==> src/rtl/cpu_pkg.sv <==
// Shared CPU definitions: control-word bit positions, BEOp encodings,
// MEM-stage FSM states, access-size helper, exception cause codes and
// the MEM/WB payload struct.
package cpu_pkg;

   localparam int unsigned XLEN         = 32;
   localparam int unsigned SIG_BEOP_LSB = 7;
   localparam int unsigned SIG_BEOP_MSB = 9;
   localparam int unsigned SIG_MEMREAD  = 10;
   localparam int unsigned SIG_MEMWRITE = 11;

   // BEOp encodings carried in Signal[9:7]; 101..111 decode as word
   typedef enum logic [2:0] {
      BE_WORD   = 3'b000,
      BE_HALF_S = 3'b001,
      BE_HALF_U = 3'b010,
      BE_BYTE_S = 3'b011,
      BE_BYTE_U = 3'b100
   } beop_e;

   typedef enum logic [1:0] {
      SZ_WORD = 2'd0,
      SZ_HALF = 2'd1,
      SZ_BYTE = 2'd2
   } acc_size_e;

   typedef enum logic {
      ST_IDLE = 1'b0,
      ST_WAIT = 1'b1
   } mem_state_e;

   // Exception cause codes for address errors on load / store
   localparam logic [4:0] CAUSE_ADEL = 5'd4;
   localparam logic [4:0] CAUSE_ADES = 5'd5;

   // MEM/WB pipeline register payload
   typedef struct packed {
      logic [XLEN-1:0] signal;
      logic [XLEN-1:0] npc;
      logic [XLEN-1:0] aluout;
      logic [XLEN-1:0] memdata;
      logic [XLEN-1:0] ext;
      logic [XLEN-1:0] rd;
      logic [XLEN-1:0] cd;
   } mem_wb_t;

   // Access size implied by BEOp (signedness dropped)
   function automatic acc_size_e beop_size(input logic [2:0] beop);
      acc_size_e sz;
      case (beop)
         BE_HALF_S, BE_HALF_U: sz = SZ_HALF;
         BE_BYTE_S, BE_BYTE_U: sz = SZ_BYTE;
         default:              sz = SZ_WORD;
      endcase
      return sz;
   endfunction

   // Natural-alignment violation for the given BEOp and low address bits
   function automatic logic is_misaligned(input logic [2:0] beop, input logic [1:0] addr_lo);
      logic bad;
      case (beop_size(beop))
         SZ_WORD: bad = (addr_lo != 2'b00);
         SZ_HALF: bad = addr_lo[0];
         default: bad = 1'b0;
      endcase
      return bad;
   endfunction

endpackage

==> src/rtl/mem_lane_align.sv <==
// Byte-lane alignment for the MEM stage: byte enables, store-data
// replication and load-data lane extract with sign/zero extension.
module mem_lane_align
   import cpu_pkg::*;
(
   input  logic [2:0]      beop_i,
   input  logic [1:0]      addr_lo_i,
   input  logic [XLEN-1:0] wdata_raw_i,
   input  logic [XLEN-1:0] rdata_raw_i,
   output logic [3:0]      be_o,
   output logic [XLEN-1:0] wdata_o,
   output logic [XLEN-1:0] rdata_ext_o
);

   logic [15:0] half_sel;
   logic [7:0]  byte_sel;
   logic        is_signed;

   // Lane enables and replicated store data from access size and address
   always_comb begin
      be_o    = 4'b1111;
      wdata_o = wdata_raw_i;
      case (beop_size(beop_i))
         SZ_HALF: begin
            be_o    = 4'b0011 << {addr_lo_i[1], 1'b0};
            wdata_o = {2{wdata_raw_i[15:0]}};
         end
         SZ_BYTE: begin
            be_o    = 4'b0001 << addr_lo_i;
            wdata_o = {4{wdata_raw_i[7:0]}};
         end
         default: begin
            be_o    = 4'b1111;
            wdata_o = wdata_raw_i;
         end
      endcase
   end

   // Pick the addressed lane of read data and extend to full width
   always_comb begin
      half_sel    = addr_lo_i[1] ? rdata_raw_i[31:16] : rdata_raw_i[15:0];
      byte_sel    = rdata_raw_i[7:0];
      case (addr_lo_i)
         2'd1:    byte_sel = rdata_raw_i[15:8];
         2'd2:    byte_sel = rdata_raw_i[23:16];
         2'd3:    byte_sel = rdata_raw_i[31:24];
         default: byte_sel = rdata_raw_i[7:0];
      endcase
      is_signed   = (beop_i == BE_HALF_S) || (beop_i == BE_BYTE_S);
      rdata_ext_o = rdata_raw_i;
      case (beop_size(beop_i))
         SZ_HALF: rdata_ext_o = {{16{is_signed & half_sel[15]}}, half_sel};
         SZ_BYTE: rdata_ext_o = {{24{is_signed & byte_sel[7]}}, byte_sel};
         default: rdata_ext_o = rdata_raw_i;
      endcase
   end

endmodule

==> src/rtl/mem_access_stage.sv <==
// Memory-access pipeline stage: issues one data-memory transaction per
// load/store over a req/ready bus, stalls upstream while the bus is busy,
// and holds the MEM/WB pipeline register.
// Optional feature macro: MEM_ALIGN_EXC_EN (misaligned-access exception).
module mem_access_stage
   import cpu_pkg::*;
#(
   parameter int unsigned DMEM_AW = 32
) (
   input  logic               clk,
   input  logic               rst,
   input  logic [XLEN-1:0]    Signal_mem_i,
   input  logic [XLEN-1:0]    NPC_mem_i,
   input  logic [XLEN-1:0]    ALUOut_mem_i,
   input  logic [XLEN-1:0]    rt_mem_i,
   input  logic [XLEN-1:0]    EXT_mem_i,
   input  logic [XLEN-1:0]    RD_mem_i,
   input  logic [XLEN-1:0]    CD_mem_i,
   input  logic               flush_i,
   output logic               dmem_req_o,
   output logic               dmem_we_o,
   output logic [DMEM_AW-1:0] dmem_addr_o,
   output logic [3:0]         dmem_be_o,
   output logic [XLEN-1:0]    dmem_wdata_o,
   input  logic               dmem_ready_i,
   input  logic [XLEN-1:0]    dmem_rdata_i,
   output logic               stall_o,
   output logic [XLEN-1:0]    Signal_wb_o,
   output logic [XLEN-1:0]    NPC_wb_o,
   output logic [XLEN-1:0]    ALUOut_wb_o,
   output logic [XLEN-1:0]    MemData_wb_o,
   output logic [XLEN-1:0]    EXT_wb_o,
   output logic [XLEN-1:0]    RD_wb_o,
   output logic [XLEN-1:0]    CD_wb_o,
   output logic               addr_exc_o,
   output logic [XLEN-1:0]    badvaddr_o
);

   logic [2:0]      beop;
   logic            mem_rd;
   logic            mem_wr;
   logic            is_mem;
   logic            is_load;
   logic            misalign;
   logic [XLEN-1:0] rdata_ext;

   mem_state_e      state_q, state_d;
   logic            flush_seen_q, flush_seen_d;
   mem_wb_t         mem_wb_q, mem_wb_d;
   logic            done;
   logic            kill;

   assign beop    = Signal_mem_i[SIG_BEOP_MSB:SIG_BEOP_LSB];
   assign mem_rd  = Signal_mem_i[SIG_MEMREAD];
   assign mem_wr  = Signal_mem_i[SIG_MEMWRITE];
   assign is_mem  = mem_rd | mem_wr;
   assign is_load = mem_rd & ~mem_wr;

`ifdef MEM_ALIGN_EXC_EN
   assign misalign = is_misaligned(beop, ALUOut_mem_i[1:0]);
`else
   assign misalign = 1'b0;
`endif

   // Lane logic; address/data come from the held EX/MEM so they stay stable in WAIT
   mem_lane_align u_lane (
      .beop_i      (beop),
      .addr_lo_i   (ALUOut_mem_i[1:0]),
      .wdata_raw_i (rt_mem_i),
      .rdata_raw_i (dmem_rdata_i),
      .be_o        (dmem_be_o),
      .wdata_o     (dmem_wdata_o),
      .rdata_ext_o (rdata_ext)
   );

   assign dmem_addr_o = {ALUOut_mem_i[DMEM_AW-1:2], 2'b00};
   assign dmem_we_o   = dmem_req_o & mem_wr;

   // Bus handshake, stall generation, FSM next state and MEM/WB next value
   always_comb begin
      state_d      = state_q;
      flush_seen_d = flush_seen_q;
      dmem_req_o   = 1'b0;
      stall_o      = 1'b0;
      done         = 1'b0;
      kill         = flush_i;
      case (state_q)
         ST_IDLE: begin
            kill = flush_i | misalign;
            if (is_mem && !flush_i && !misalign) begin
               dmem_req_o = 1'b1;
               if (dmem_ready_i) begin
                  done = 1'b1;
               end else begin
                  stall_o = 1'b1;
                  state_d = ST_WAIT;
               end
            end
         end
         ST_WAIT: begin
            // A flush here cannot cancel the bus cycle; remember it for completion
            dmem_req_o = 1'b1;
            kill       = flush_seen_q | flush_i;
            if (dmem_ready_i) begin
               done         = 1'b1;
               state_d      = ST_IDLE;
               flush_seen_d = 1'b0;
            end else begin
               stall_o      = 1'b1;
               flush_seen_d = flush_seen_q | flush_i;
            end
         end
         default: begin
            state_d = ST_IDLE;
         end
      endcase
      if (rst) begin
         dmem_req_o = 1'b0;
         stall_o    = 1'b0;
      end

      mem_wb_d.signal  = (stall_o || kill) ? '0 : Signal_mem_i;
      mem_wb_d.npc     = NPC_mem_i;
      mem_wb_d.aluout  = ALUOut_mem_i;
      mem_wb_d.memdata = (done && is_load && !kill) ? rdata_ext : '0;
      mem_wb_d.ext     = EXT_mem_i;
      mem_wb_d.rd      = RD_mem_i;
      mem_wb_d.cd      = CD_mem_i;
   end

   // FSM state, sticky flush flag and MEM/WB register
   always_ff @(posedge clk) begin
      if (rst) begin
         state_q      <= ST_IDLE;
         flush_seen_q <= 1'b0;
         mem_wb_q     <= '0;
      end else begin
         state_q      <= state_d;
         flush_seen_q <= flush_seen_d;
         mem_wb_q     <= mem_wb_d;
      end
   end

   assign Signal_wb_o  = mem_wb_q.signal;
   assign NPC_wb_o     = mem_wb_q.npc;
   assign ALUOut_wb_o  = mem_wb_q.aluout;
   assign MemData_wb_o = mem_wb_q.memdata;
   assign EXT_wb_o     = mem_wb_q.ext;
   assign RD_wb_o      = mem_wb_q.rd;
   assign CD_wb_o      = mem_wb_q.cd;

`ifdef MEM_ALIGN_EXC_EN
   logic            addr_exc_q, addr_exc_d;
   logic [XLEN-1:0] badvaddr_q, badvaddr_d;

   // Misaligned access detected in IDLE raises a one-cycle exception pulse
   always_comb begin
      addr_exc_d = (state_q == ST_IDLE) && is_mem && !flush_i && misalign;
      badvaddr_d = addr_exc_d ? ALUOut_mem_i : badvaddr_q;
   end

   // Exception pulse and faulting address, aligned with MEM/WB
   always_ff @(posedge clk) begin
      if (rst) begin
         addr_exc_q <= 1'b0;
         badvaddr_q <= '0;
      end else begin
         addr_exc_q <= addr_exc_d;
         badvaddr_q <= badvaddr_d;
      end
   end

   assign addr_exc_o = addr_exc_q;
   assign badvaddr_o = badvaddr_q;
`else
   assign addr_exc_o = 1'b0;
   assign badvaddr_o = '0;
`endif

endmodule

==> config.mk <==
export PLATFORM = sky130hd
export DESIGN_NAME = mem_access_stage
export DESIGN_NICKNAME = d
export VERILOG_FILES = /design/src/rtl/cpu_pkg.sv /design/src/rtl/mem_lane_align.sv /design/src/rtl/mem_access_stage.sv
export SDC_FILE = /design/constraint.sdc
export NUM_CORES = 1
export LEC_CHECK = 0
export ABC_AREA = 1
export CAP_MARGIN = 20
export CORE_AREA = 2 2 232 234
export CTS_CLUSTER_DIAMETER = 200
export DETAILED_ROUTE_END_ITERATION = 8
export DIE_AREA = 0 0 234 236
export PLACE_DENSITY = 0.53
export SYNTH_ARGS = -nofsm -noshare
export SYNTH_HDL_FRONTEND = slang
export SYNTH_SLANG_ARGS = --single-unit
==> constraint.sdc <==
create_clock -name clk -period 2.3 [get_ports clk]
set_input_delay 0.46 -clock clk [delete_from_list [all_inputs] [get_ports clk]]
set_output_delay 0.46 -clock clk [all_outputs]
set_load 0.01 [all_outputs]
* After elaboration in Yosys (flattened, before gate mapping) *
Cells that the tools add are included.

cells by class
  multiplexer cells = 18
  bitwise logic cells = 9
  shift operators = 2
  reductions and logical operators = 11
  divide/modulo/power cells = 0
  $mul = 0
  order comparisons = 0
  eq/ne operators = 9
  add/sub/neg operators = 0

operator list
  cell                                                                number
  32-bit one-hot mux with 2 select lines                              2
  8-bit one-hot mux with 3 select lines                               1
  16-bit two-way mux                                                  1
  1-bit two-way mux                                                   8
  1-bit one-hot mux with 2 select lines                               4
  4-bit one-hot mux with 2 select lines                               1
  2-bit OR reduction                                                  4
  2-bit == test (second input constant)                               3
  3-bit by 2-bit == test with 1-bit output (second input constant)    2
  1-bit AND                                                           4
  2-bit by 1-bit == test with 1-bit output (second input constant)    2
  2-bit one-hot mux with 2 select lines                               1
  1-bit by 2-bit << shifter with 4-bit output (first input constant)  1
  2-bit by 2-bit << shifter with 4-bit output (first input constant)  1
  3-bit by 1-bit == test with 1-bit output (second input constant)    1
  3-bit == test (second input constant)                               1
  1-bit logical AND                                                   3
  1-bit inverter                                                      3
  1-bit zero test                                                     2
  1-bit logical OR                                                    2
  1-bit OR                                                            2

word-level totals
  word-level logic and storage cells = 58
  bits in read-only memories = 0
  register bits after elaboration = 226
  memory bits (writable) = 0
  latch bits = 0
  memories kept = 0
  input port bits = 260

* Depth between registers and ports, before layout *
Gate-level depths: netlist (run 1).

  word-level depth = 8
  mapped depth = 12
  depth with buffers taken out = 11

* Hierarchy *
From an unflattened synthesis (run 1), not the netlist that was laid out.

unflattened totals
  cells, all modules = 1029
  area total of the unflattened synthesis = 8252.9 um^2

modules (own cells, without submodules)
  module            area an instance (um^2)  times used  cells each
  mem_access_stage  7063.0                   1           754
  mem_lane_align    1189.9                   1           275

* Worst setup path before layout (run 1) *
Ideal clock, no wire load.

  path type = input port to output port
  start point = in Signal_mem_i[7]
  end point = out dmem_wdata_o[20]
  arrival time = 1.908 ns
  cell stages on the path = 9
  path slack = -0.068 ns
  data required time = 1.840 ns
  cell sequence = a21oi_1 > inv_1 > nor2_1 > inv_1 > ha_1 > clkbuf_1 > clkbuf_1 > nand2_1 > o21ai_0

on the way
  cells in the longest elaborated chain, start to end = 5
  elaborated cells on any way between the ends = 10
  those cells by class = eq/ne: 6; mux: 2; reduce/logical: 2

ends and longest elaborated chain
  what                                                                       line                    RTL
  start: declaration                                                         mem_access_stage.sv:12  input logic [XLEN-1:0] Signal_mem_i,
  3-bit == test (tied with other cells)                                      cpu_pkg.sv:50           case (beop)
  2-bit OR reduction                                                         cpu_pkg.sv:50
  2-bit one-hot mux with 2 select lines *                                    cpu_pkg.sv:50
  2-bit == test or 2-bit by 1-bit == test with 1-bit output (tied branches)  mem_lane_align.sv:23    case (beop_size(beop_i))
  32-bit one-hot mux with 2 select lines *                                   mem_lane_align.sv:23
  end: declaration                                                           mem_access_stage.sv:24  output logic [XLEN-1:0] dmem_wdata_o,

Mark *: on every way between the ends. The rest lies on a longest branch, timed or not.

* Final worst setup path (run 1) *
  start point = in Signal_mem_i[7]
  end point = out dmem_wdata_o[28]

Same word-level chain as after synthesis.

==> impl_metrics.json, run 1 <==
{
  "outcome": "finished with violations",
  "failed_checks": "setup timing",
  "gp_routability_congestion": 0.8970,
  "hold_buffers": 0,
  "min_from": "rst",
  "final_area_sq_um": 15360,
  "htreeDepth": 1,
  "post-synth-top-area-cell": "dfxtp_1",
  "ant_nets": 0,
  "reg2reg_to": "MemData_wb_o[31]",
  "synth_most_common_cell": "dfxtp_1",
  "initial_core_util_pct": 15.00,
  "synth_edf_count": 0,
  "vias_per_cell": 3.490,
  "num_vias": 7940,
  "synthFlopType": "dfxtp_1",
  "cts.sinks": 226,
  "drive_gt1_share_pct": 13.12,
  "fin_skew_ns": 0.01416,
  "min_path_cells": 2,
  "die_y_um": 236,
  "placed_cell_area_sq_um": 14230,
  "yosys.area.top_type_share_pct": 56.82,
  "finalCriticalPeriod_ns": 2.317,
  "clk-insertion-delay-late_ns": 0.57,
  "cpMaxStageDelayCell": "ha_4",
  "critPathMaxStageDelay_ns": 0.29,
  "clock-root-buffer": "clkbuf_16",
  "synthCells": 989,
  "pre_cts_ws_ns": -1.111,
  "drc_errors": 0,
  "track_usage_pct": 11.36,
  "crit_family": "buffers and inverters",
  "critPathRequiredTime_ns": 1.84,
  "post-route-period-util_pct": 100.7,
  "synth_area_per_cell_sq_um": 8.051,
  "portBuffers": 552,
  "clkTransAtPathRegs_ns": 0.06,
  "dieArea_sq_um": 55220,
  "netlist_area_sq_um": 7963,
  "ys_warn_count": 0,
  "r2r-start": "state_q",
  "synth_cell_type_count": 28,
  "tns_ns": -0.03800,
  "antenna_found_initial": 2,
  "p_leak_nw": 7.019,
  "coreArea_sq_um": 53070,
  "grt_util_met2_pct": 20.77,
  "grt_pass1_wl_um": 47710,
  "rr_worst_depth": 6,
  "gr-total-overflow": 0,
  "busiest_layer": "met2",
  "seq_area_frac_synth_pct": 56.82,
  "rows": 85,
  "synth_common_cells": "dfxtp_1, nor2_1, inv_1",
  "fin_nets": 1819,
  "die_w_um": 234,
  "power_density_nw_per_um2": 694.1,
  "slew_headroom_pct": 47.98,
  "drtIter0Drc": 277,
  "grt_max_degree": 161,
  "dp.final_hpwl_um": 26430,
  "grt_pass1_vias": 8106,
  "n_fill_cell": 5611,
  "fin_util_pct": 28.94,
  "crit_type": "in -> out",
  "hold_end": "flush_seen_q",
  "critPathBufInv": 6,
  "r2r_slack_ns": 0.73,
  "clockBufferDepth": 3,
  "hp-class": "in -> reg",
  "cp_data_arrival_time_ns": 1.86,
  "wirelength_um": 33440,
  "synthTopCellsByArea": "dfxtp_1, nor2_1, inv_1",
  "critical_path.cell_chain": "buf_8 > a21oi_2 > inv_2 > nor2_4 > inv_2 > ha_4 > inv_4 > buf_12 > nand2_4 > nor2_2 > a21oi_2 > nand2_2 > buf_6",
  "end_kind": "primary output",
  "first_pass_iters": 7,
  "finalSetupViolCount": 4,
  "ys_async_sr_fraction_pct": 0,
  "cp_max_fo": 7,
  "detail_route.wl_per_cell_um": 14.70,
  "layout_setup_ws_ns": -0.01689,
  "cts_buffers": 27,
  "final_hold_viol_count": 0,
  "met3_usage_pct": 3.881,
  "syn_to_final_growth_pct": 92.87,
  "io_pins": 588,
  "tightest_slew_ns": 0.7804,
  "met1_usage_pct": 11.82,
  "drv_slew": 0,
  "synth-seq-cells": 226,
  "worst_setup_path_start_kind": "primary input",
  "cts_tree": "built",
  "drv_cap": 0,
  "rsz0062_at_grt": "yes",
  "peakVddDrop_v": 0.0004008,
  "fmax_mhz": 431.6
}
## sequential cells by signal (all words and copies together) (netlist names)
register / count
ALUOut_wb_o: 32
CD_wb_o: 32
EXT_wb_o: 32
MemData_wb_o: 32
NPC_wb_o: 32
RD_wb_o: 32
Signal_wb_o: 32
flush_seen_q: 1
state_q: 1
## cells by family after synthesis
family,count (synthesis),synth area share (%)
and+or+nand+nor,358,17.43
buffers and inverters,329,19.55
DFF,226,56.82
AOI/OAI and AO/OA,73,5.846
adders and majority gates,2,0.3142
other,1,0.04709
## report_power, final
group | leakage (nW) | total (mW) | switching (mW) | internal, mW
registers | 1.87 | 4.14 | 0.0475 | 4.09
clock network | 0.475 | 4.59 | 1.82 | 2.77
logic | 4.67 | 1.93 | 0.863 | 1.07
## timing repair
item	CTS	global route
gates cloned	1	0
setup buffers	1	3
pin swaps	9	12
gates resized for setup	158	43
endpoints found under the setup margin	41	29
## cell type report
type / count / area, sq um / area share, %
Inverter: 223 / 840.8 / 5.475
Clock inverter: 12 / 167.7 / 1.092
Tap cell: 696 / 870.8 / 5.671
Clock buffer: 38 / 797.0 / 5.190
Timing Repair Buffer: 611 / 5982 / 38.95
Multi-Input combinational cell: 468 / 2172 / 14.14
Antenna cell: 1 / 2.502 / 0.01629
Sequential cell: 226 / 4524 / 29.46
## how the worst max path moves through the flow
| stage | slack, ns | start | to | depth (start not counted) |
|---|---|---|---|---|
| 3_5_place_dp | -1.11 | Signal_mem_i[8] | dmem_wdata_o[17] | 10 |
| 2_1_floorplan | -0.07 | Signal_mem_i[7] | dmem_wdata_o[20] | 9 |
| 6_report | -0.02 | Signal_mem_i[7] | dmem_wdata_o[28] | 13 |
| 3_3_place_gp | -1.12 | Signal_mem_i[8] | dmem_wdata_o[17] | 11 |
| 5_1_grt | -0.1 | Signal_mem_i[7] | dmem_wdata_o[28] | 13 |
| 4_1_cts | -0.04 | Signal_mem_i[8] | dmem_wdata_o[10] | 13 |
## stage by stage
stage / power (mW) / hold WS (ns) / std cells
6_report: 10.66 / 0.09608 / 2275
3_3_place_gp: 6.111 / 0.4889 / 2219
4_1_cts: 10.84 / 0.05734 / 2271
3_5_place_dp: 6.120 / 0.4956 / 2219
5_1_grt: 11.19 / 0.06200 / 2275
2_1_floorplan: 4.909 / 0.4595 / 1023
## worst register-to-register path: cells and delay by family, from the launching register on
family	cells	cell delay, ns
AOI/OAI and AO/OA	1	0.35
and+or+nand+nor	3	0.34
buffers and inverters	2	0.42
DFF	1	0.33
## layer usage
metal,vias to the layer above,part of all wire (%)
li1,3882,-
met3,64,11
met4,2,3.4
met1,3565,37
met2,427,49
met5,-,0.039
## layout by cell type, fill, tap and decap left out, types with 2 or more instances in the layout
master,synthesis,layout
inv_6,0,2
buf_8,0,2
clkbuf_1,23,3
clkinv_2,1,4
buf_2,1,22
nand2_4,0,5
clkbuf_8,0,8
inv_2,1,6
nand3_1,5,5
clkdlybuf4s50_1,0,516
clkbuf_2,0,2
nor2_1,224,213
buf_6,4,5
nand2_2,1,6
buf_12,0,8
a22oi_1,7,7
nor2_2,0,6
conb_1,1,35
buf_4,77,52
o21ai_1,0,3
bufinv_16,0,3
inv_1,221,215
clkinv_4,0,2
a21oi_1,25,16
nor2_4,0,5
nand4_1,2,2
clkbuf_16,0,27
nand2_1,121,111
o21ai_2,0,3
dfxtp_1,226,226
o21ai_0,18,12
a21oi_2,20,29
No activity file was read; power rests on OpenSTA's default activity.
==> run 2: changes to the inputs <==
- CORE_AREA: 2 2 232 234 -> 2 2 225 227
- DIE_AREA: 0 0 234 236 -> 0 0 227 229
- PLACE_DENSITY: 0.53 -> 0.54
- clock period: 2.3 -> 2.8 ns (I/O delays scaled with it)
==> run 2 against run 1 <==
Net effect: the flow now finishes without violations; worst setup slack better by 0.094 ns; critical path depth is 1 lower; sequential share of layout area grew 0.50 points; critical endpoint is now dmem_wdata_o[11].
==> impl_metrics.json, run 2 (synthesis gave the netlist of run 1 again) <==
{
  "clockBufferDepth": 3,
  "grt_pass1_vias": 8001,
  "syn_to_final_growth_pct": 89.68,
  "fin_skew_ns": 0.01109,
  "hold_end": "Signal_wb_o[8]",
  "p_leak_nw": 6.894,
  "clk-insertion-delay-late_ns": 0.54,
  "die_w_um": 227,
  "reg2reg_to": "Signal_wb_o[10]",
  "drtIter0Drc": 206,
  "slew_headroom_pct": 38.97,
  "cp_max_fo": 6,
  "antenna_found_initial": 5,
  "min_from": "Signal_mem_i[8]",
  "portBuffers": 552,
  "critPathMaxStageDelay_ns": 0.27,
  "initial_core_util_pct": 16.04,
  "io_pins": 588,
  "rr_worst_depth": 8,
  "final_hold_viol_count": 0,
  "dieArea_sq_um": 51980,
  "die_y_um": 229,
  "cpMaxStageDelayCell": "dlygate4sd2_1",
  "coreArea_sq_um": 49660,
  "hold_buffers": 0,
  "layout_common_cells": "clkdlybuf4s50_1, dfxtp_1, nor2_1",
  "min_path_cells": 3,
  "cts_buffers": 26,
  "gp_routability_congestion": 0.8398,
  "ant_nets": 0,
  "power_density_nw_per_um2": 552.1,
  "fmax_mhz": 367.2,
  "clkTransAtPathRegs_ns": 0.06,
  "critical_path.cell_chain": "dlygate4sd2_1 > a21oi_2 > inv_2 > nor2_4 > inv_2 > ha_4 > buf_4 > nor2_4 > buf_8 > a21oi_4 > nand2_1 > buf_2",
  "critPathBufInv": 6,
  "drc_errors": 0,
  "peakVddDrop_v": 0.0003727,
  "first_pass_iters": 4,
  "finalCriticalPeriod_ns": 2.723,
  "finalSetupViolCount": 0,
  "track_usage_pct": 11.92,
  "htreeDepth": 1,
  "r2r_slack_ns": 1.32,
  "num_vias": 7776,
  "worst_setup_path_start_kind": "primary input",
  "dp.final_hpwl_um": 26850,
  "grt_max_degree": 163,
  "cts_tree": "built",
  "post-route-period-util_pct": 97.25,
  "r2r-start": "state_q",
  "wirelength_um": 33150,
  "n_antenna_cell": 0,
  "gr-total-overflow": 0,
  "regArea_sq_um": 4524,
  "detail_route.wl_per_cell_um": 14.83,
  "final_common_cell": "clkdlybuf4s50_1",
  "n_fill_cell": 5326,
  "grt_pass1_wl_um": 46780,
  "outcome": "completed",
  "end_kind": "primary output",
  "cts.sinks": 226,
  "hold_slack_ns": 0.2871,
  "drv_cap": 0,
  "drv_slew": 0,
  "multi_input_area_sq_um": 2165,
  "fin_util_pct": 30.41,
  "critPathRequiredTime_ns": 2.24,
  "critPathLaunch": "Signal_mem_i[9]",
  "vias_per_cell": 3.479,
  "crit_family": "buffers and inverters",
  "cp_data_arrival_time_ns": 2.16,
  "crit_type": "in -> out",
  "drive_gt1_share_pct": 10.62,
  "rows": 82,
  "hp-class": "in -> reg",
  "fin_nets": 1806,
  "tightest_slew_ns": 0.9154,
  "tns_ns": 0,
  "clock-root-buffer": "clkbuf_16"
}
[run 2: cell types whose count changed in the layout (fill, tap and decap cells not counted), sizes merged, moves of 3 or more]
cell	delta
buf	-26
dlygate4sd2	+3
clkdlybuf4s15	+5
clkinv	-3
clkbuf	+5
[run 2: cell type report]
type / instances / share of cell area, %
repair buffers: 599 / 38.88
flip-flops and latches: 226 / 29.96
multi-input cells: 468 / 14.33
well taps: 672 / 5.567
inverters: 223 / 5.551
clock buffers: 41 / 5.285
clock inverters: 6 / 0.4308
[run 2: how the worst max path moves through the flow]
| stage | to | slack [ns] | cells after the start |
|---|---|---|---|
| after floorplan | dmem_wdata_o[20] | 0.23 | 9 |
| after global placement | dmem_wdata_o[19] | -0.83 | 8 |
| after detailed placement | dmem_wdata_o[19] | -0.84 | 8 |
| after CTS | dmem_be_o[1] | 0.002 | 10 |
| after global routing | dmem_wdata_o[16] | -0.03 | 11 |
| final | dmem_wdata_o[11] | 0.08 | 12 |
[run 2: repair_timing]
| action | 4_1_cts | 5_1_grt |
|---|---|---|
| setup buffers | 0 | 4 |
| setup endpoints to repair | 28 | 30 |
| pin swaps | 3 | 7 |
| resized for setup | 113 | 37 |
| hold endpoints to repair | 0 | 0 |
[run 2: worst min-delay path, cell delays in order]
cell and delay [ns]:
clkbuf_2 0.12, inv_1 0.06, nor2_1 0.03
[run 2: layer usage]
layer / vias up / share of wire (%) / routed length [um] / GRT usage, %
met5: - / 0.17 / 55 / 0
met3: 44 / 10 / 3411 / 4.054
li1: 3850 / - / - / -
met2: 390 / 52 / 17260 / 23.13
met4: 8 / 2.0 / 671 / 3.411
met1: 3484 / 35 / 11750 / 11.79
[run 2: report_power, final]
| part | total [mW] | switching [mW] | internal (mW) |
|---|---|---|---|
| clock network | 3.40 | 1.36 | 2.04 |
| registers | 3.40 | 0.0396 | 3.36 |
| logic | 1.53 | 0.684 | 0.848 |
[run 2: stage by stage]
step	cells	power, mW	cell area, sq um	worst slack (ns)
finish	2235	8.338	15100	0.07695
global route	2235	8.758	15100	-0.02587
CTS	2231	8.500	15000	0.001930
detailed placement	2184	5.023	14140	-0.8383
global placement	2184	5.016	14140	-0.8263
floorplan	1023	4.032	8090	0.2322
==> run 3: changes to the inputs <==
- CAP_MARGIN: 20 -> default
- SLEW_MARGIN: default -> 10
- TNS_END_PERCENT: default -> 1
==> run 3 against run 2 <==
Net effect: routed wire length increased by 0.16%; worst setup slack worse by 0.035 ns; hold slack better by 0.12 ns; largest cell class unchanged; critical path depth decreased by 3; global-route usage barely moved.
==> impl_metrics.json, run 3 (synthesis gave the netlist of run 1 again) <==
{
  "outcome": "completed",
  "rsz0062_at_grt": "yes",
  "fmax_mhz": 362.6,
  "die_y_um": 229,
  "detail_route.wl_per_cell_um": 14.86,
  "dp.final_hpwl_um": 26850,
  "initial_core_util_pct": 16.04,
  "grt_pass1_wl_um": 46720,
  "critPathRequiredTime_ns": 2.24,
  "dp_cells": 2184,
  "power_density_nw_per_um2": 553.6,
  "worst_setup_path_start_kind": "primary input",
  "layout_setup_ws_ns": 0.04192,
  "n_fill_cell": 5343,
  "cp_data_arrival_time_ns": 2.20,
  "clockBufferDepth": 3,
  "vias_per_cell": 3.489,
  "clk-insertion-delay-late_ns": 0.54,
  "first_pass_iters": 4,
  "regArea_sq_um": 4524,
  "final_hold_viol_count": 0,
  "die_w_um": 227,
  "slew_headroom_pct": 40.62,
  "clock-root-buffer": "clkbuf_16",
  "crit_family": "buffers and inverters",
  "drive_gt1_share_pct": 10.37,
  "fin_skew_ns": 0.01096,
  "layout_common_cells": "clkdlybuf4s50_1, dfxtp_1, nor2_1",
  "drc_errors": 0,
  "drtIter0Drc": 183,
  "cts_buffers": 26,
  "syn_to_final_growth_pct": 88.89,
  "end_kind": "primary output",
  "drv_cap": 0,
  "fin_cells": 2234,
  "antenna_found_initial": 5,
  "cpMaxStageDelayCell": "ha_4",
  "final_common_cell": "clkdlybuf4s50_1",
  "gr-total-overflow": 0,
  "tightest_slew_ns": 0.8906,
  "cp_max_fo": 21,
  "ant_nets": 0,
  "rows": 82,
  "cts.sinks": 226,
  "htreeDepth": 1,
  "peakVddDrop_v": 0.0003730,
  "crit_type": "in -> out",
  "post-route-period-util_pct": 98.50,
  "finalSetupViolCount": 0,
  "drv_slew": 0,
  "cts_tree": "built",
  "grt_pass1_vias": 8008,
  "track_usage_pct": 11.91,
  "io_pins": 588,
  "gp_routability_congestion": 0.8398,
  "clkTransAtPathRegs_ns": 0.06,
  "critical_path.cell_chain": "dlygate4sd2_1 > inv_1 > o21ai_2 > inv_2 > ha_4 > buf_4 > nand2_1 > o21ai_1 > clkdlybuf4s15_1",
  "coreArea_sq_um": 49660,
  "critPathMaxStageDelay_ns": 0.29,
  "multi_input_area_sq_um": 2115,
  "num_vias": 7795,
  "pre_cts_ws_ns": -0.8383,
  "wirelength_um": 33200,
  "fin_nets": 1805,
  "finalCriticalPeriod_ns": 2.758,
  "dieArea_sq_um": 51980,
  "n_antenna_cell": 0,
  "portBuffers": 552,
  "critPathBufInv": 5,
  "hp-class": "in -> reg",
  "p_leak_nw": 6.886,
  "grt_max_degree": 163,
  "hold_buffers": 0
}
## run 3: area by class of cell
class / count / area share [%]
Multi-Input combinational cell: 468 / 14.06
Inverter: 223 / 5.574
Clock inverter: 6 / 0.4326
Timing Repair Buffer: 598 / 38.96
Clock buffer: 41 / 5.307
Sequential cell: 226 / 30.08
Tap cell: 672 / 5.590
## run 3: path summary, 6_finish.rpt
check	start	end	slack, ns	cells after the start
max reg2reg	state_q	Signal_wb_o[10]	1.32	8
max	Signal_mem_i[9]	dmem_wdata_o[19]	0.04	9
min reg2reg	state_q	flush_seen_q	0.49	1
min	Signal_mem_i[8]	Signal_wb_o[8]	0.41	3
## run 3: per-stage QoR
stage	power (mW)	hold slack, ns	TNS [ns]	util (%)	cell area (sq um)
after floorplan	4.032	0.4595	0	-	8090
after global placement	5.016	0.4781	-23.22	28.47	14140
after detailed placement	5.023	0.4789	-22.80	28.47	14140
after CTS	8.498	0.3523	-0.02222	30.19	14990
after global routing	8.741	0.4173	-0.3657	30.29	15040
final	8.327	0.4074	0	30.29	15040
## run 3: report_power, final
| part | switching, mW | internal, mW | total (mW) |
|---|---|---|---|
| logic | 0.679 | 0.838 | 1.52 |
| registers | 0.0396 | 3.36 | 3.40 |
| clock network | 1.36 | 2.04 | 3.41 |
| total | 2.08 | 6.25 | 8.33 |
## run 3: metal layers
metal  track usage, %  wire [um]  vias up
li1                 -          -     3847
met1            11.80      11710     3494
met2            23.08      17290      398
met3            4.003       3419       48
met4            3.493        728        8
met5                0         55        -
## run 3: repair_timing
| item | 4_1_cts | 5_1_grt |
|---|---|---|
| endpoints found under the setup margin | 28 | 30 |
| hold endpoints to repair | 0 | 0 |
| gates resized for setup | 111 | 33 |
| gates cloned | 0 | 1 |
| pin swaps | 4 | 6 |
| setup buffers | 0 | 2 |
## run 3: worst register-to-register path: stages, from the launching register on
cell	delay (ns)
dfxtp_1	0.36
inv_1	0.05
a21oi_1	0.14
buf_4	0.16
nand2_1	0.07
buf_4	0.13
nand4_1	0.15
buf_12	0.23
nor2_1	0.08
